--- src/rtl/out_port_arb.sv ---
// Output-port arbiter: round-robin selection among East, South and Local
// input FIFOs into a single output register feeding the downstream FIFO.
// Pops the winning FIFO combinationally in the cycle the register accepts
// its flit, so back-to-back transfers run at one flit per cycle.
module out_port_arb #(
    parameter int DATASIZE = 40
) (
    input  logic                fifo_clk,
    input  logic                rst_n,

    input  logic [DATASIZE-1:0] E_data_in,
    input  logic                E_valid_in,
    input  logic                E_req_in,
    output logic                fifo_ready_E,

    input  logic [DATASIZE-1:0] S_data_in,
    input  logic                S_valid_in,
    input  logic                S_req_in,
    output logic                fifo_ready_S,

    input  logic [DATASIZE-1:0] L_data_in,
    input  logic                L_valid_in,
    input  logic                L_req_in,
    output logic                fifo_ready_L,

    output logic [DATASIZE-1:0] data_out,
    output logic                valid_out,
    input  logic                full_in,
    output logic [1:0]          grant_out
);

    localparam logic [1:0] SRC_E    = 2'd0;
    localparam logic [1:0] SRC_S    = 2'd1;
    localparam logic [1:0] SRC_L    = 2'd2;
    localparam logic [1:0] SRC_NONE = 2'd3;

    logic                out_vld_q, out_vld_d;
    logic [DATASIZE-1:0] data_q, data_d;
    logic [1:0]          grant_q, grant_d;
    logic [1:0]          rr_ptr_q, rr_ptr_d;

    logic [2:0]          elig;
    logic                drain;
    logic                load_ok;
    logic [1:0]          ptr_eff;
    logic [1:0]          win;

    // Bit order matches the source encoding: [0]=E, [1]=S, [2]=L.
    assign elig      = {L_valid_in & L_req_in, S_valid_in & S_req_in, E_valid_in & E_req_in};
    assign valid_out = out_vld_q & ~full_in;
    assign drain     = valid_out;
    // rst_n gate keeps the pop strobes quiet while reset is held, since the
    // cleared register would otherwise look free to load.
    assign load_ok   = rst_n & (~out_vld_q | drain);
    // An illegal pointer value of 3 falls back to East first.
    assign ptr_eff   = (rr_ptr_q == 2'd3) ? 2'd0 : rr_ptr_q;

    // Pick the first eligible source at or after the pointer, wrapping L -> E.
    always_comb begin
        win = SRC_NONE;
        case (ptr_eff)
            2'd0: begin
                if      (elig[0]) win = SRC_E;
                else if (elig[1]) win = SRC_S;
                else if (elig[2]) win = SRC_L;
            end
            2'd1: begin
                if      (elig[1]) win = SRC_S;
                else if (elig[2]) win = SRC_L;
                else if (elig[0]) win = SRC_E;
            end
            default: begin
                if      (elig[2]) win = SRC_L;
                else if (elig[0]) win = SRC_E;
                else if (elig[1]) win = SRC_S;
            end
        endcase
    end

    // Pop strobe only to the winner, and only when the register can take it.
    always_comb begin
        fifo_ready_E = load_ok & (win == SRC_E);
        fifo_ready_S = load_ok & (win == SRC_S);
        fifo_ready_L = load_ok & (win == SRC_L);
    end

    // Next state of the output register and the round-robin pointer.
    always_comb begin
        out_vld_d = out_vld_q;
        data_d    = data_q;
        grant_d   = grant_q;
        rr_ptr_d  = rr_ptr_q;
        if (load_ok && (win != SRC_NONE)) begin
            out_vld_d = 1'b1;
            grant_d   = win;
            case (win)
                SRC_E:   begin data_d = E_data_in; rr_ptr_d = 2'd1; end
                SRC_S:   begin data_d = S_data_in; rr_ptr_d = 2'd2; end
                default: begin data_d = L_data_in; rr_ptr_d = 2'd0; end
            endcase
        end else if (drain) begin
            // Data is deliberately left in place after a drain.
            out_vld_d = 1'b0;
            grant_d   = SRC_NONE;
        end
    end

    // State registers; reset discards any held flit.
    always_ff @(posedge fifo_clk or negedge rst_n) begin
        if (!rst_n) begin
            out_vld_q <= 1'b0;
            data_q    <= '0;
            grant_q   <= SRC_NONE;
            rr_ptr_q  <= 2'd0;
        end else begin
            out_vld_q <= out_vld_d;
            data_q    <= data_d;
            grant_q   <= grant_d;
            rr_ptr_q  <= rr_ptr_d;
        end
    end

    assign data_out  = data_q;
    assign grant_out = grant_q;

endmodule

--- config.mk ---
export PLATFORM = sky130hd
export DESIGN_NAME = out_port_arb
export DESIGN_NICKNAME = d
export VERILOG_FILES = /design/src/rtl/out_port_arb.sv
export SDC_FILE = /design/constraint.sdc
export NUM_CORES = 1
export LEC_CHECK = 0
export CAP_MARGIN = 25
export CORE_ASPECT_RATIO = 0.9
export CORE_MARGIN = 2
export CORE_UTILIZATION = 40
export DETAILED_ROUTE_END_ITERATION = 16
export MAX_ROUTING_LAYER = met4
export PLACE_DENSITY = 0.88
export SETUP_SLACK_MARGIN = 0.15
export SLEW_MARGIN = 0
export SYNTH_ARGS = -nofsm -noshare
export SYNTH_HDL_FRONTEND = slang
export SYNTH_SLANG_ARGS = --single-unit
--- constraint.sdc ---
create_clock -name fifo_clk -period 5.7 [get_ports fifo_clk]
set_input_delay 1.14 -clock fifo_clk [delete_from_list [all_inputs] [get_ports fifo_clk]]
set_output_delay 1.14 -clock fifo_clk [all_outputs]
set_load 0.02 [all_outputs]
# Word-level counts from Yosys, hierarchy flattened
# Cells that the tools add are included.
# Widths: inputs -> output; s select.
# word_totals
wordCells	41
in_bits	129
out_inout_bits	46
register_bits	45
# op_classes
n_mux	17
bitwise	11
reduce_logical	4
n_eq_ne	5
# op_table
operator	n
$pmux 40 s2	1
$mux 2	11
$and 1x1->1	8
$pmux 2 s2	2
$eq 2x1->1 const B	2
$eq 2x2->1 const B	2
$logic_not 2->1	2
$mux 1	3
$ne 2x2->1 const B	1
$not 1->1	2
$reduce_bool 2->1	1
$logic_and 1x1->1	1
$or 1x1->1	1

# Depth between registers and ports, before layout
# Gate-level depths: netlist (run 1).
# depth
ltp_word	8
depth_mapped	9
ltp_nobuf	7

# Worst setup path before layout (run 1)
# OpenSTA, ideal clock, no wires.
# synth_path
path_kind	in2out
startpoint	input port L_valid_in
endpoint	output port fifo_ready_E
arrival_time_ns	2.252
t_required_ns	4.560
path_stages	4
path_slack_ns	2.308
path_buffers	1
cell_sequence	and2_1 o221a_1 buf_6 nor3_1
# synth_via
elab_chain_len	7
elab_cells_between_ends	10
cone_classes	mux (7); bitwise (2); reduce/logical (1)
# synth_rtl
element	line	rtl
from (decl)	22	input logic L_valid_in,
$and 1x1->1 (*)	49	assign elig = {L_valid_in & L_req_in, S_valid_in & S_req_in, E_valid_in & E_req_in};
$mux 1	65	else if (elig[2]) win = SRC_L;
$mux 2	64	else if (elig[1]) win = SRC_S;
$mux 2	63	if (elig[0]) win = SRC_E;
$pmux 2 s2 (*)	61	case (ptr_eff)
$logic_not 2->1 (*)	82	fifo_ready_E = load_ok & (win == SRC_E);
$and 1x1->1 (*)	82	
to (decl)	14	output logic fifo_ready_E,
# Mark *: on every way between the ends. The rest lies on a longest branch, timed or not.

# Worst setup path after layout (run 1)
# Same ends and word-level chain as after synthesis.

==> results.sh, run 1 <==
export IMPL_status="complete, no violations"
export IMPL_syn_area_per_cell_um2=10.3
export IMPL_io_pin_count=175
export IMPL_r2r_end="data_out[14]$_DFFE_PN0P_"
export IMPL_synth_seq_cells=45
export IMPL_die_y_um=82.0
export IMPL_portBuffers=174
export IMPL_worstSetupEndpointType="primary output"
export IMPL_ant_nets=0
export IMPL_synth_area_um2=2710
export IMPL_crit_path_max_incr_delay_ns=0.65
export IMPL_synth_cells=263
export IMPL_drt_vias_per_instance=5.22
export IMPL_area_growth_synth_to_final_pct=70.3
export IMPL_cts_root_buf="clkbuf_8"
export IMPL_placedCellCount=510
export IMPL_ir_worst_vdd_mv=0.387
export IMPL_rsz0062_at_grt="false"
export IMPL_clock_fmax_ghz=0.225
export IMPL_multiInputGateArea_um2=1410
export IMPL_diodes=0
export IMPL_layout_cells_non_filler=519
export IMPL_fin_nets=559
export IMPL_drcViolationCount=0
export IMPL_grt_max_degree=47
export IMPL_cts_hold_buffers=0
export IMPL_crit_cells=6
export IMPL_die_area_um2=7440
export IMPL_yosysWarnings=0
export IMPL_crit_top_cell="clkdlybuf4s50_1"
export IMPL_worst_clock_skew_ns=0.0146
export IMPL_min_period_ns=4.44
export IMPL_syn_nets=394
export IMPL_clk_pin_slew_ns=0.08
export IMPL_crit_path_top_delay_cell="clkdlybuf4s50_1"
export IMPL_grtUsageTotal_pct=25.3
export IMPL_dp_hpwl_mm=6.55
export IMPL_hold_violations=0
export IMPL_via_count=2710
export IMPL_crit_arrival_ns=3.30
export IMPL_tns_ns=0
export IMPL_start_util_pct=41.3
export IMPL_synth_yosys_seq_area_share_pct=41.7
export IMPL_ys_types=29
export IMPL_path_class="in2out"
export IMPL_cp_endpoint="fifo_ready_E"
export IMPL_rr_worst_depth=8
export IMPL_fillCellCount=502
export IMPL_cts_buffers=5
export IMPL_crit_family="buffers and inverters"
export IMPL_crit_fanout=43
export IMPL_regArea_um2=1130
export IMPL_drtIter0Drc=133
export IMPL_final_common_cell="clkdlybuf4s50_1"
export IMPL_period_share_pct=77.9
export IMPL_hp_start="out_vld_q$_DFFE_PN0P_"
export IMPL_critPathBufInv=3
export IMPL_layout_common_cells="173 x clkdlybuf4s50_1, 86 x nand2_1, 43 x dfrtp_1"
export IMPL_tightest_slew_ns=0.601
export IMPL_grt_antenna_before_repair=0
export IMPL_relSlewSlack_pct=59.9
export IMPL_gp_congestion=0.842
export IMPL_path_cells="clkdlybuf4s50_1, and2_1, o221a_2, buf_12, nor3_1, clkdlybuf4s50_1"
export IMPL_finalMaxSlewViolations=0
export IMPL_setup_viol=0
export IMPL_coreArea_um2=6550
export IMPL_die_x_um=90.7
export IMPL_rows=28
export IMPL_reg2reg_slack_ns=3.25
export IMPL_cts_resized=0
export IMPL_crit_path_start="L_valid_in"
export IMPL_min_delay_path_class="reg2reg"
export IMPL_reg2reg_from="rr_ptr_q[1]$_DFFE_PN0P_"
export IMPL_grt_first_pass_wirelength_mm=14.4
export IMPL_layout_drive_gt1_share_pct=15.2
export IMPL_cts_setup_buffers=0
export IMPL_maxCapViolCount=0
export IMPL_wire_per_inst_um=17.5
export IMPL_cts_buffer_depth=2
export IMPL_first_pass_iters=4
export IMPL_cts_tree="built"
export IMPL_grt_pass1_vias=2874
export IMPL_numClockSinks=45
export IMPL_cts_htree_levels=2
export IMPL_wl_mm=9.10
export IMPL_powerDensity_nw_per_um2=479
export IMPL_worstSkewPairLatency_ns=0.30
export IMPL_overflow=0
export IMPL_p_leak_nw=1.77
export IMPL_startpoint_type="input port"
export IMPL_required_ns=4.56
## stage by stage
| step | instance area, µm² | util, % | hold WS [ns] | setup slack [ns] | power [W] |
|---|---|---|---|---|---|
| after floorplan | 2710 | - | 0.465 | 2.31 | 0.00141 |
| after global placement | 4420 | 67.5 | 0.491 | 0.946 | 0.00189 |
| after detailed placement | 4470 | 68.2 | 0.507 | 0.894 | 0.00194 |
| after CTS | 4590 | 70.0 | 0.525 | 0.876 | 0.00220 |
| after global routing | 4610 | 70.3 | 0.559 | 1.13 | 0.00234 |
| final | 4610 | 70.3 | 0.519 | 1.26 | 0.00221 |
## cells in the mapped netlist
| cell | count | area [µm²] |
|---|---|---|
| a21boi_2 | 1 | 11.3 |
| a21oi_4 | 1 | 16.3 |
| a22oi_2 | 2 | 25.0 |
| and2_1 | 1 | 6.26 |
| and3b_1 | 2 | 17.5 |
| buf_2 | 8 | 40.0 |
| buf_6 | 10 | 113 |
| clkbuf_1 | 4 | 15.0 |
| dfrtp_1 | 43 | 1080 |
| dfstp_2 | 2 | 52.6 |
| ha_1 | 2 | 25.0 |
| inv_1 | 2 | 7.51 |
| inv_2 | 1 | 3.75 |
| nand2_1 | 86 | 323 |
| nand2_2 | 1 | 6.26 |
| nand2_4 | 1 | 11.3 |
| nand3_1 | 3 | 15.0 |
| nand3_2 | 37 | 370 |
| nand3b_1 | 1 | 7.51 |
| nor2_1 | 4 | 15.0 |
| nor2_8 | 1 | 20.0 |
| nor2b_1 | 1 | 6.26 |
| nor3_1 | 3 | 15.0 |
| nor3_2 | 1 | 10.0 |
| o21bai_1 | 1 | 7.51 |
| o221a_1 | 41 | 462 |
| o221ai_2 | 1 | 15.0 |
| o22ai_1 | 1 | 6.26 |
| or2_1 | 1 | 6.26 |
## cell families after synthesis
logic type | share of synthesized area (%)
adders and majority gates | 0.925
AOI/OAI and AO/OA | 20.1
and+or+nand+nor | 30.7
buffers and inverters | 6.61
DFF | 41.7
## per-layer routing
metal  wire length [µm]  track usage (%)
met2               4770             45.1
met1               3770             30.1
met3                448             5.23
met5                  0                -
met4                105             5.38
## worst min-delay path by stage
stage / to / cells past startpoint
6_report: out_vld_q$_DFFE_PN0P_ / 2
5_1_grt: out_vld_q$_DFFE_PN0P_ / 2
4_1_cts: out_vld_q$_DFFE_PN0P_ / 2
3_5_place_dp: out_vld_q$_DFFE_PN0P_ / 2
3_3_place_gp: out_vld_q$_DFFE_PN0P_ / 2
2_1_floorplan: out_vld_q$_DFFE_PN0P_ / 2
## tightest hold or removal path: stages (launching register included)
cell and delay (ns):
dfrtp_1 0.35, nand2_1 0.08, nand2_1 0.06
## report_power, final
part	total (W)	switching, W	internal (W)
Clock	0.000252	0.000109	0.000143
Sequential	0.000582	0.0000971	0.000485
Combinational	0.00137	0.000724	0.000649
## cell type report
| class | instances | area share (%) |
|---|---|---|
| timing repair buffer | 180 | 39.7 |
| tap | 90 | 2.44 |
| clock buffer | 7 | 1.87 |
| inverter | 3 | 0.244 |
| sequential | 45 | 24.5 |
| clock inverter | 1 | 0.652 |
| multi-input combinational | 193 | 30.6 |
## flip-flops by register name, summed over array words and instances (netlist names)
| signal | cells |
|---|---|
| out_vld_q | 1 |
| grant_out | 2 |
| data_out | 40 |
| rr_ptr_q | 2 |
Power figures use the tool's default switching activity.
==> run 2: changes to the inputs <==
CORE_UTILIZATION = 37   (was 40)
PLACE_DENSITY = 0.82   (was 0.88)
clock period = 4.3 ns   (was 5.7 ns; I/O delays follow)
==> results.sh, run 2 (synthesis results as in run 1) <==
export IMPL_path_cells="clkdlybuf4s50_1, a22oi_2, o221a_2, nor3_1, clkdlybuf4s50_1"
export IMPL_tns_ns=0
export IMPL_required_ns=3.44
export IMPL_reg2reg_from="rr_ptr_q[0]$_DFFE_PN0P_"
export IMPL_stdcell_area_um2=4560
export IMPL_ir_worst_vdd_mv=0.498
export IMPL_holdPathEnd="out_vld_q$_DFFE_PN0P_"
export IMPL_overflow=0
export IMPL_tightest_slew_ns=0.678
export IMPL_powerDensity_nw_per_um2=621
export IMPL_first_pass_iters=4
export IMPL_clock_fmax_ghz=0.264
export IMPL_clk_pin_slew_ns=0.08
export IMPL_dp_hpwl_mm=6.44
export IMPL_grt_first_pass_wirelength_mm=14.3
export IMPL_io_pin_count=175
export IMPL_die_area_um2=8010
export IMPL_cts_setup_buffers=0
export IMPL_grt_antenna_before_repair=0
export IMPL_status="complete, no violations"
export IMPL_rows=29
export IMPL_die_y_um=85.1
export IMPL_r2r_end="data_out[16]$_DFFE_PN0P_"
export IMPL_final_common_cell="clkdlybuf4s50_1"
export IMPL_cts_buffers=5
export IMPL_numClockSinks=45
export IMPL_grt_max_degree=47
export IMPL_grtUsageTotal_pct=23.4
export IMPL_rr_worst_depth=8
export IMPL_crit_path_max_incr_delay_ns=0.65
export IMPL_start_util_pct=38.2
export IMPL_grt_pass1_vias=2900
export IMPL_rsz0062_at_grt="false"
export IMPL_worstSkewPairLatency_ns=0.30
export IMPL_largest_reg_flops=40
export IMPL_wl_mm=9.08
export IMPL_fin_nets=559
export IMPL_cts_tree="built"
export IMPL_pre_cts_slack_ns=0.516
export IMPL_setup_viol=0
export IMPL_portBuffers=174
export IMPL_placedInstanceArea_um2=4480
export IMPL_wire_per_inst_um=17.4
export IMPL_min_delay_path_class="reg2reg"
export IMPL_layout_setup_ws_ns=0.516
export IMPL_period_share_pct=88.0
export IMPL_drtIter0Drc=72
export IMPL_startpoint_type="input port"
export IMPL_via_count=2748
export IMPL_area_growth_synth_to_final_pct=68.7
export IMPL_worst_clock_skew_ns=0.00824
export IMPL_gp_congestion=0.814
export IMPL_finalMaxSlewViolations=0
export IMPL_hold_violations=0
export IMPL_layout_common_cells="173 x clkdlybuf4s50_1, 86 x nand2_1, 43 x dfrtp_1"
export IMPL_maxCapViolCount=0
export IMPL_crit_fanout=16
export IMPL_worstSetupEndpointType="primary output"
export IMPL_layout_cells_non_filler=522
export IMPL_cts_buffer_depth=2
export IMPL_p_leak_nw=1.75
export IMPL_ant_nets=0
export IMPL_diodes=0
export IMPL_crit_arrival_ns=2.92
export IMPL_crit_path_top_delay_cell="clkdlybuf4s50_1"
export IMPL_coreArea_um2=7080
export IMPL_cts_htree_levels=2
export IMPL_drt_vias_per_instance=5.26
export IMPL_drcViolationCount=0
export IMPL_relSlewSlack_pct=54.8
export IMPL_hold_path_depth=2
export IMPL_cts_root_buf="clkbuf_8"
export IMPL_layout_drive_gt1_share_pct=15.2
export IMPL_die_x_um=94.1
export IMPL_cts_hold_buffers=0
export IMPL_reg2reg_slack_ns=1.53
export IMPL_path_class="in2out"
export IMPL_placedCellCount=514
export IMPL_min_period_ns=3.78
export IMPL_crit_top_cell="clkdlybuf4s50_1"
export IMPL_cts_resized=0
export IMPL_hp_start="out_vld_q$_DFFE_PN0P_"
[run 2: cell types whose count changed in the layout (fill, tap and decap cells not counted), sizes merged]
cell,delta
clkbuf,-1
clkinv,+2
bufinv,-1
[run 2: worst max-delay path: cells and delay by family]
kind / cells / cell delay [ns]
buffers and inverters: 2 / 1.19
AND/OR/NAND/NOR: 1 / 0.29
AO/OA/AOI/OAI: 2 / 0.57
[run 2: worst max-delay path by stage]
| stage | to | from | slack, ns |
|---|---|---|---|
| 6_report | fifo_ready_E | E_valid_in | 0.52 |
| 5_1_grt | fifo_ready_E | E_valid_in | 0.32 |
| 4_1_cts | fifo_ready_E | E_valid_in | 0.49 |
| 3_5_place_dp | fifo_ready_E | E_valid_in | 0.52 |
| 3_3_place_gp | fifo_ready_E | E_valid_in | 0.50 |
| 2_1_floorplan | fifo_ready_E | L_valid_in | 1.47 |
[run 2: layout make-up]
| type | count | area, µm² |
|---|---|---|
| clock buffers | 6 | 72.6 |
| clock inverters | 2 | 10.0 |
| fillers | 619 | 2510 |
| inverters | 3 | 11.3 |
| multi-input cells | 193 | 1410 |
| flip-flops and latches | 45 | 1130 |
| well taps | 93 | 116 |
| repair buffers | 180 | 1810 |
[run 2: metrics by stage]
stage / power [W] / util (%) / hold WS [ns]
global route: 0.00302 / 64.5 / 0.566
CTS: 0.00286 / 64.5 / 0.524
detailed placement: 0.00259 / 63.3 / 0.495
finish: 0.00283 / 64.5 / 0.529
global placement: 0.00254 / 62.9 / 0.504
floorplan: 0.00186 / - / 0.465
[run 2: layer usage]
metal	part of all wire [%]	up-vias	GRT usage, %
met3	7.0	18	5.42
met1	42	1339	27.6
li1	-	1280	-
met5	0	-	-
met4	2.2	0	6.32
met2	49	111	40.1
[run 2: power by group]
part / internal, W / switching (W) / leakage, nW
logic: 0.000846 / 0.000969 / 1.20
clock network: 0.000113 / 0.000147 / 0.0450
registers: 0.000643 / 0.000117 / 0.502
